## config.mk

```make
export PLATFORM = sky130hd
export DESIGN_NAME = uart_tx_frame_flat
export DESIGN_NICKNAME = d
export VERILOG_FILES = /design/src/rtl/uart_pkg.sv /design/src/rtl/uart_tx_frame_if.sv /design/src/rtl/uart_tx_frame_parity.sv /design/src/rtl/uart_tx_frame.sv /design/src/flat_wrapper.sv
export SDC_FILE = /design/constraint.sdc
export NUM_CORES = 1
export LEC_CHECK = 0
export CAP_MARGIN = 0
export CELL_PAD_IN_SITES_DETAIL_PLACEMENT = 2
export CELL_PAD_IN_SITES_GLOBAL_PLACEMENT = 2
export CORE_UTILIZATION = 33
export CTS_BUF_LIST = sky130_fd_sc_hd__clkbuf_16
export DETAILED_ROUTE_END_ITERATION = 10
export GPL_TIMING_DRIVEN = 0
export PLACE_DENSITY_LB_ADDON = 0.1
export SYNTH_ARGS = -nofsm -noshare
export SYNTH_HDL_FRONTEND = slang
export SYNTH_SLANG_ARGS = --single-unit
```

## constraint.sdc

```tcl
create_clock -name clk -period 2.8 [get_ports clk]
set_input_delay 0.28 -clock clk [delete_from_list [all_inputs] [get_ports clk]]
set_output_delay 0.28 -clock clk [all_outputs]
set_load 0.02 [all_outputs]
```

## src/rtl/uart_pkg.sv

```systemverilog
// Shared UART definitions used by both the transmit and receive paths:
// FSM state encodings, frame geometry, line idle level and the parity rule.
package uart_pkg;

  typedef enum logic [2:0] {
    IDLE   = 3'd0,
    START  = 3'd1,
    DATA   = 3'd2,
    PARITY = 3'd3,
    STOP   = 3'd4
  } uart_state_e;

  localparam int   DATA_BITS = 8;
  localparam logic LINE_IDLE = 1'b1;

  // Even parity: the parity bit is the XOR of the data bits, so data plus
  // parity always carries an even number of ones. The RX checker uses the
  // same function, which keeps both ends of the link in agreement.
  function automatic logic even_parity(input logic [DATA_BITS-1:0] data);
    return ^data;
  endfunction

endpackage

```

## src/rtl/uart_tx_frame_if.sv

```systemverilog
// Byte-source side of the UART transmitter: request/data inputs plus the
// serial line and status outputs. The byte source drives through 'master',
// the transmitter sits on 'slave'.
interface uart_tx_frame_if;
  import uart_pkg::*;

  logic [DATA_BITS-1:0] TX_DATA;
  logic                 data_valid;
  logic                 parity_enable;
  logic                 TX_OUT;
  logic                 busy;
  logic                 tx_done;

  modport master (
    output TX_DATA, data_valid, parity_enable,
    input  TX_OUT, busy, tx_done
  );

  modport slave (
    input  TX_DATA, data_valid, parity_enable,
    output TX_OUT, busy, tx_done
  );

endinterface

```

## src/rtl/uart_tx_frame_parity.sv

```systemverilog
// Even parity generator for one data byte; mirror image of the RX-side
// parity checker, built on the same shared XOR-reduction rule.
module parity_generator
  import uart_pkg::*;
(
  input  logic [DATA_BITS-1:0] data_i,
  output logic                 parity_o
);

  assign parity_o = even_parity(data_i);

endmodule

```

## src/rtl/uart_tx_frame.sv

```systemverilog
// UART transmit framer: accepts one byte per handshake while idle and sends
// start bit, 8 data bits LSB-first, optional even parity bit and one stop bit,
// each held for CLKS_PER_BIT clocks. All outputs come straight from flops.
module uart_tx_frame
  import uart_pkg::*;
#(
  parameter int CLKS_PER_BIT = 16
) (
  input  logic            clk,
  input  logic            rst,
  uart_tx_frame_if.slave  tx_if
);

  localparam int            CW        = (CLKS_PER_BIT > 1) ? $clog2(CLKS_PER_BIT) : 1;
  localparam logic [CW-1:0] BAUD_LAST = CW'(CLKS_PER_BIT - 1);
  localparam logic [2:0]    BIT_LAST  = 3'(DATA_BITS - 1);

  uart_state_e          state_q, state_d;
  logic [CW-1:0]        baud_q, baud_d;
  logic [2:0]           bit_idx_q, bit_idx_d;
  logic [DATA_BITS-1:0] data_q, data_d;
  logic                 par_en_q, par_en_d;
  logic                 par_bit_q, par_bit_d;
  logic                 tx_out_q, tx_out_d;
  logic                 busy_q, busy_d;
  logic                 tx_done_q, tx_done_d;
  logic                 gen_parity;

  parity_generator u_parity (
    .data_i   (tx_if.TX_DATA),
    .parity_o (gen_parity)
  );

  // Next-state logic: frame sequencing, baud counter, bit index and latches.
  always_comb begin
    state_d   = state_q;
    baud_d    = baud_q + CW'(1);
    bit_idx_d = bit_idx_q;
    data_d    = data_q;
    par_en_d  = par_en_q;
    par_bit_d = par_bit_q;

    case (state_q)
      IDLE: begin
        baud_d    = '0;
        bit_idx_d = '0;
        if (tx_if.data_valid) begin
          // Everything the frame needs is captured here, so later changes
          // on the inputs cannot disturb the frame in flight.
          data_d    = tx_if.TX_DATA;
          par_en_d  = tx_if.parity_enable;
          par_bit_d = gen_parity;
          state_d   = START;
        end
      end
      START: begin
        if (baud_q == BAUD_LAST) begin
          baud_d    = '0;
          bit_idx_d = '0;
          state_d   = DATA;
        end
      end
      DATA: begin
        if (baud_q == BAUD_LAST) begin
          baud_d = '0;
          if (bit_idx_q == BIT_LAST) begin
            state_d = par_en_q ? PARITY : STOP;
          end else begin
            bit_idx_d = bit_idx_q + 3'd1;
          end
        end
      end
      PARITY: begin
        if (baud_q == BAUD_LAST) begin
          baud_d  = '0;
          state_d = STOP;
        end
      end
      STOP: begin
        if (baud_q == BAUD_LAST) begin
          baud_d  = '0;
          state_d = IDLE;
        end
      end
      default: begin
        baud_d  = '0;
        state_d = IDLE;
      end
    endcase
  end

  // Output decode from the next state, so the registered outputs line up
  // with the state they describe (start bit and busy visible the cycle after accept).
  always_comb begin
    tx_out_d  = LINE_IDLE;
    busy_d    = (state_d != IDLE);
    tx_done_d = (state_d == STOP) && (baud_d == BAUD_LAST);
    case (state_d)
      START:   tx_out_d = 1'b0;
      DATA:    tx_out_d = data_d[bit_idx_d];
      PARITY:  tx_out_d = par_bit_d;
      default: tx_out_d = LINE_IDLE;
    endcase
  end

  // State and output registers; reset returns the line to idle-high and
  // abandons any partial frame.
  always_ff @(posedge clk) begin
    if (rst) begin
      state_q   <= IDLE;
      baud_q    <= '0;
      bit_idx_q <= '0;
      data_q    <= '0;
      par_en_q  <= 1'b0;
      par_bit_q <= 1'b0;
      tx_out_q  <= LINE_IDLE;
      busy_q    <= 1'b0;
      tx_done_q <= 1'b0;
    end else begin
      state_q   <= state_d;
      baud_q    <= baud_d;
      bit_idx_q <= bit_idx_d;
      data_q    <= data_d;
      par_en_q  <= par_en_d;
      par_bit_q <= par_bit_d;
      tx_out_q  <= tx_out_d;
      busy_q    <= busy_d;
      tx_done_q <= tx_done_d;
    end
  end

  assign tx_if.TX_OUT  = tx_out_q;
  assign tx_if.busy    = busy_q;
  assign tx_if.tx_done = tx_done_q;

endmodule
```

## src/flat_wrapper.sv

```systemverilog
// flat-port wrapper written by rule: the top's interface ports become plain ports
module uart_tx_frame_flat import uart_pkg::*;
#(
  parameter int CLKS_PER_BIT = 16
)
  (clk, rst, tx_if_TX_DATA, tx_if_data_valid, tx_if_parity_enable, tx_if_TX_OUT, tx_if_busy, tx_if_tx_done);
  uart_tx_frame_if tx_if_i ();
  input  logic clk;
  input  logic rst;
  input wire logic [$bits(tx_if_i.TX_DATA)-1:0] tx_if_TX_DATA;
  input wire logic [$bits(tx_if_i.data_valid)-1:0] tx_if_data_valid;
  input wire logic [$bits(tx_if_i.parity_enable)-1:0] tx_if_parity_enable;
  output wire logic [$bits(tx_if_i.TX_OUT)-1:0] tx_if_TX_OUT;
  output wire logic [$bits(tx_if_i.busy)-1:0] tx_if_busy;
  output wire logic [$bits(tx_if_i.tx_done)-1:0] tx_if_tx_done;
  assign tx_if_i.TX_DATA = tx_if_TX_DATA;
  assign tx_if_i.data_valid = tx_if_data_valid;
  assign tx_if_i.parity_enable = tx_if_parity_enable;
  assign tx_if_TX_OUT = tx_if_i.TX_OUT;
  assign tx_if_busy = tx_if_i.busy;
  assign tx_if_tx_done = tx_if_i.tx_done;
  uart_tx_frame #(.CLKS_PER_BIT(CLKS_PER_BIT)) u_core (.clk(clk), .rst(rst), .tx_if(tx_if_i));
endmodule
```

==> flow_summary_export.csv <==
group,metric,value,unit
yosys,synth_area_leader_cell,"dfxtp_1",
global_route,grt_max_degree,13,
clock_network,cts.sinks,23,
layout,nFillCells,406,
yosys,synth_edf_count,0,
flow_run,drv_cap,0,
yosys,synth_cell_type_count,39,
yosys,synth_top_cell_area_share,37.02,%
floorplan,start_util,35.86,%
setup_path,critical_path_required,2980,ps
timing,worst_pin_slew,500.2,ps
timing,rsz0062_at_grt,"no",
setup_path,worst_setup_path_start_kind,"flop",
floorplan,placementRows,21,
setup_path,cp_data_arrival_time,2500,ps
place,place_worst_setup_slack,486.8,ps
timing,fin_crit_sh,82.93,%
layout,num_antenna_cells,0,
timing,finalHoldViolCount,0,
clock_network,cts_tree,"yes",
power,pwr-share-clk,39.0,%
setup_path,end_kind,"flop",
yosys,synth_common_cells,"dfxtp_1 (23), nand2_1 (17), nor2_1 (14)",
yosys,synthArstFlopShare,0,%
floorplan,io_pins,15,
clock_network,cts.hold.buffers_added,0,
yosys,synth_warnings,0,
floorplan,design.core.area,0.003468,sq mm
floorplan,dieWidth,63.39,microns
floorplan,dieArea,0.004018,sq mm
timing,setup_viol,0,
power,seqPwrFrac,44.7,%
clock_network,root_buffer,"clkbuf_16",
timing,tns,0,ps
floorplan,die_h,63.39,microns
clock_network,cts_max_level,1,
drt,ant_nets,0,
drt,drt_wl_total,3.178,mm
drt,drc,0,
drt,drt-vias-per-instance,5.230,
clock_network,clockBufferDepth,2,
setup_path,crit_slowest_cell,"a211oi_4",
yosys,post-synth-top-count-cell,"dfxtp_1",
setup_path,cp_max_fo,5,
yosys,syn_inst,136,
setup_path,worst_path_dominant_cell_family,"compound AO/OA/AOI/OAI gates",
layout,layout-drive-gt1-share,12.34,%
timing,skew,2.066,ps
clock_network,cts-resized-gates,0,
place,place.gp.congestion,0.7706,
power,p_leak,0.6009,nW
global_route,grt_pass1_wl,5.554,mm
global_route,grt_pass1_vias,1162,
yosys,ys_ff_latch,23,
timing,max_freq,430.7,MHz
yosys,yosysSeqAreaShare,37.02,%
power,power_switching,0.1846,mW
yosys,netlist_top_cells_area,"dfxtp_1 (37%), xnor2_1 (6.3%), mux2i_1 (5.6%)",
power,sw_frac_of_total,23.64,%
timing,slew_headroom,66.65,%
clock_network,clkSlewWorstSetupHoldPaths,60,ps
drt,drt_pass1_iterations,2,
power,p_comb_share,16.3,%
setup_path,critPathBufInv,0,
global_route,grt_antenna_before_repair,0,
global_route,grt.overflow.total,0,
drt,vias,1046,
yosys,syn_nets,150,
global_route,globalRouteTotalUtil,18.01,%
clock_network,cts_buffers,3,
place,port_buffers,14,
yosys,synth_ff_type,"dfxtp_1",
setup_path,r2r_start,"u_core.bit_idx_q[0]",
min_path,min_from,"u_core.data_q[5]",
clock_network,clk_latency,260,ps
min_path,hp-class,"reg -> reg",
timing,setup_ws,478.0,ps
place,dp_hpwl,2.500,mm
setup_path,cp_common_cell,"a211oi_4",
setup_path,cp-startpoint,"u_core.bit_idx_q[0]",
power,power.internal,0.5963,mW
setup_path,critical_path.max_stage_delay,390,ps
drt,post_drt_wl_per_cell,15.89,microns
setup_path,crit_chain,"ha_1, a211oi_4, a21oi_1, a211oi_4, mux2_4, o221a_1, a211oi_2",
power,powerDensity,513.6,mW/mm^2
outcome,status,"complete, no violations",
layout,syn_to_final_growth,22.23,%
setup_path,path_class,"reg -> reg",
yosys,postSynthAreaPerCell,9.145,sq um
yosys,netlist_area,0.001244,sq mm
timing,period_needed,2322,ps
power,ir_drop,0.0002248,V
layout,num-nets-final,169,
drt,first_iter_violations,12,
timing,slew_viol_final,0,
clock_network,post_cts_buffers,0,
registers in the layout, indices dropped and copies added, names as in the netlist:
name	cells
u_core.bit_idx_q	3
u_core.state_q	3
u_core.baud_q	4
u_core.tx_if.tx_done	1
u_core.tx_if.TX_OUT	1
u_core.tx_if.busy	1
u_core.data_q	8
u_core.par_en_q	1
u_core.par_bit_q	1
stage by stage:
step	instances	power [mW]	utilization [%]	hold slack [ps]	area (sq um)
after floorplan	136	0.4381	-	416.0	1244
after global placement	196	0.4796	41.56	443.5	1441
after detailed placement	196	0.4852	41.56	459.0	1441
after CTS	200	0.7950	43.83	471.6	1520
after global routing	200	0.8158	43.83	499.1	1520
final	200	0.7808	43.83	469.5	1520
per-layer routing:
layer	track usage, %	share of wire [%]	vias up
met5	0	0	-
met4	7.102	1.6	0
met3	2.355	1.9	5
met2	29.65	49	10
met1	23.58	47	521
li1	-	-	510
power groups by stage:
stage	logic (mW)	registers [mW]	clock network, mW
6_report	0.127	0.349	0.305
5_1_grt	0.140	0.351	0.325
4_1_cts	0.130	0.349	0.316
2_1_floorplan	0.0804	0.358	0
3_5_place_dp	0.129	0.356	0
3_3_place_gp	0.124	0.355	0
worst min-delay path, cell delays in order (launching register included):
cell     delay, ps
dfxtp_1        310
nand2_1         50
a21oi_1         60
kinds of logic after synthesis:
group	after synthesis	synth area share [%]
AND/OR/NAND/NOR	58	25.45
AO/OA/AOI/OAI	27	18.01
flip-flops	23	37.02
XOR/XNOR	9	6.338
buffers and inverters	9	4.326
multiplexers	8	6.841
adder cells (fa/ha/maj)	2	2.012
final timing paths:
check | endpoint | slack [ps] | depth (start not counted)
setup / recovery | u_core.tx_if.TX_OUT | 480 | 7
hold / removal | u_core.data_q[5] | 470 | 2
setup reg to reg | u_core.tx_if.TX_OUT | 480 | 7
hold reg to reg | u_core.data_q[5] | 470 | 2
cell usage in the layout (no fill, tap or decap), drive strengths merged, types with 3 or more instances in the layout:
cell           netlist  final
inv                  3      4
o21ai                6      6
buf                  4      4
and4b                3      3
xnor2                9      9
dfxtp               23     23
a21oi               11     11
a211oi               4      4
and2                 3      3
nand3                5      5
nand2               17     17
nor2b                3      3
clkbuf               2      5
clkdlybuf4s50        0     14
mux2i                7      7
nor2                14     14
layout make-up:
class | instances | area [sq um] | area share [%]
multi-input cells | 104 | 729.5 | 47.98
flip-flops and latches | 23 | 460.4 | 30.29
repair buffers | 14 | 140.1 | 9.218
clock buffers | 3 | 75.07 | 4.938
well taps | 46 | 57.56 | 3.786
plain buffers | 6 | 42.54 | 2.798
inverters | 3 | 11.26 | 0.7407
clock inverters | 1 | 3.754 | 0.2469
Note: power is estimated with default switching activity, not from simulation.
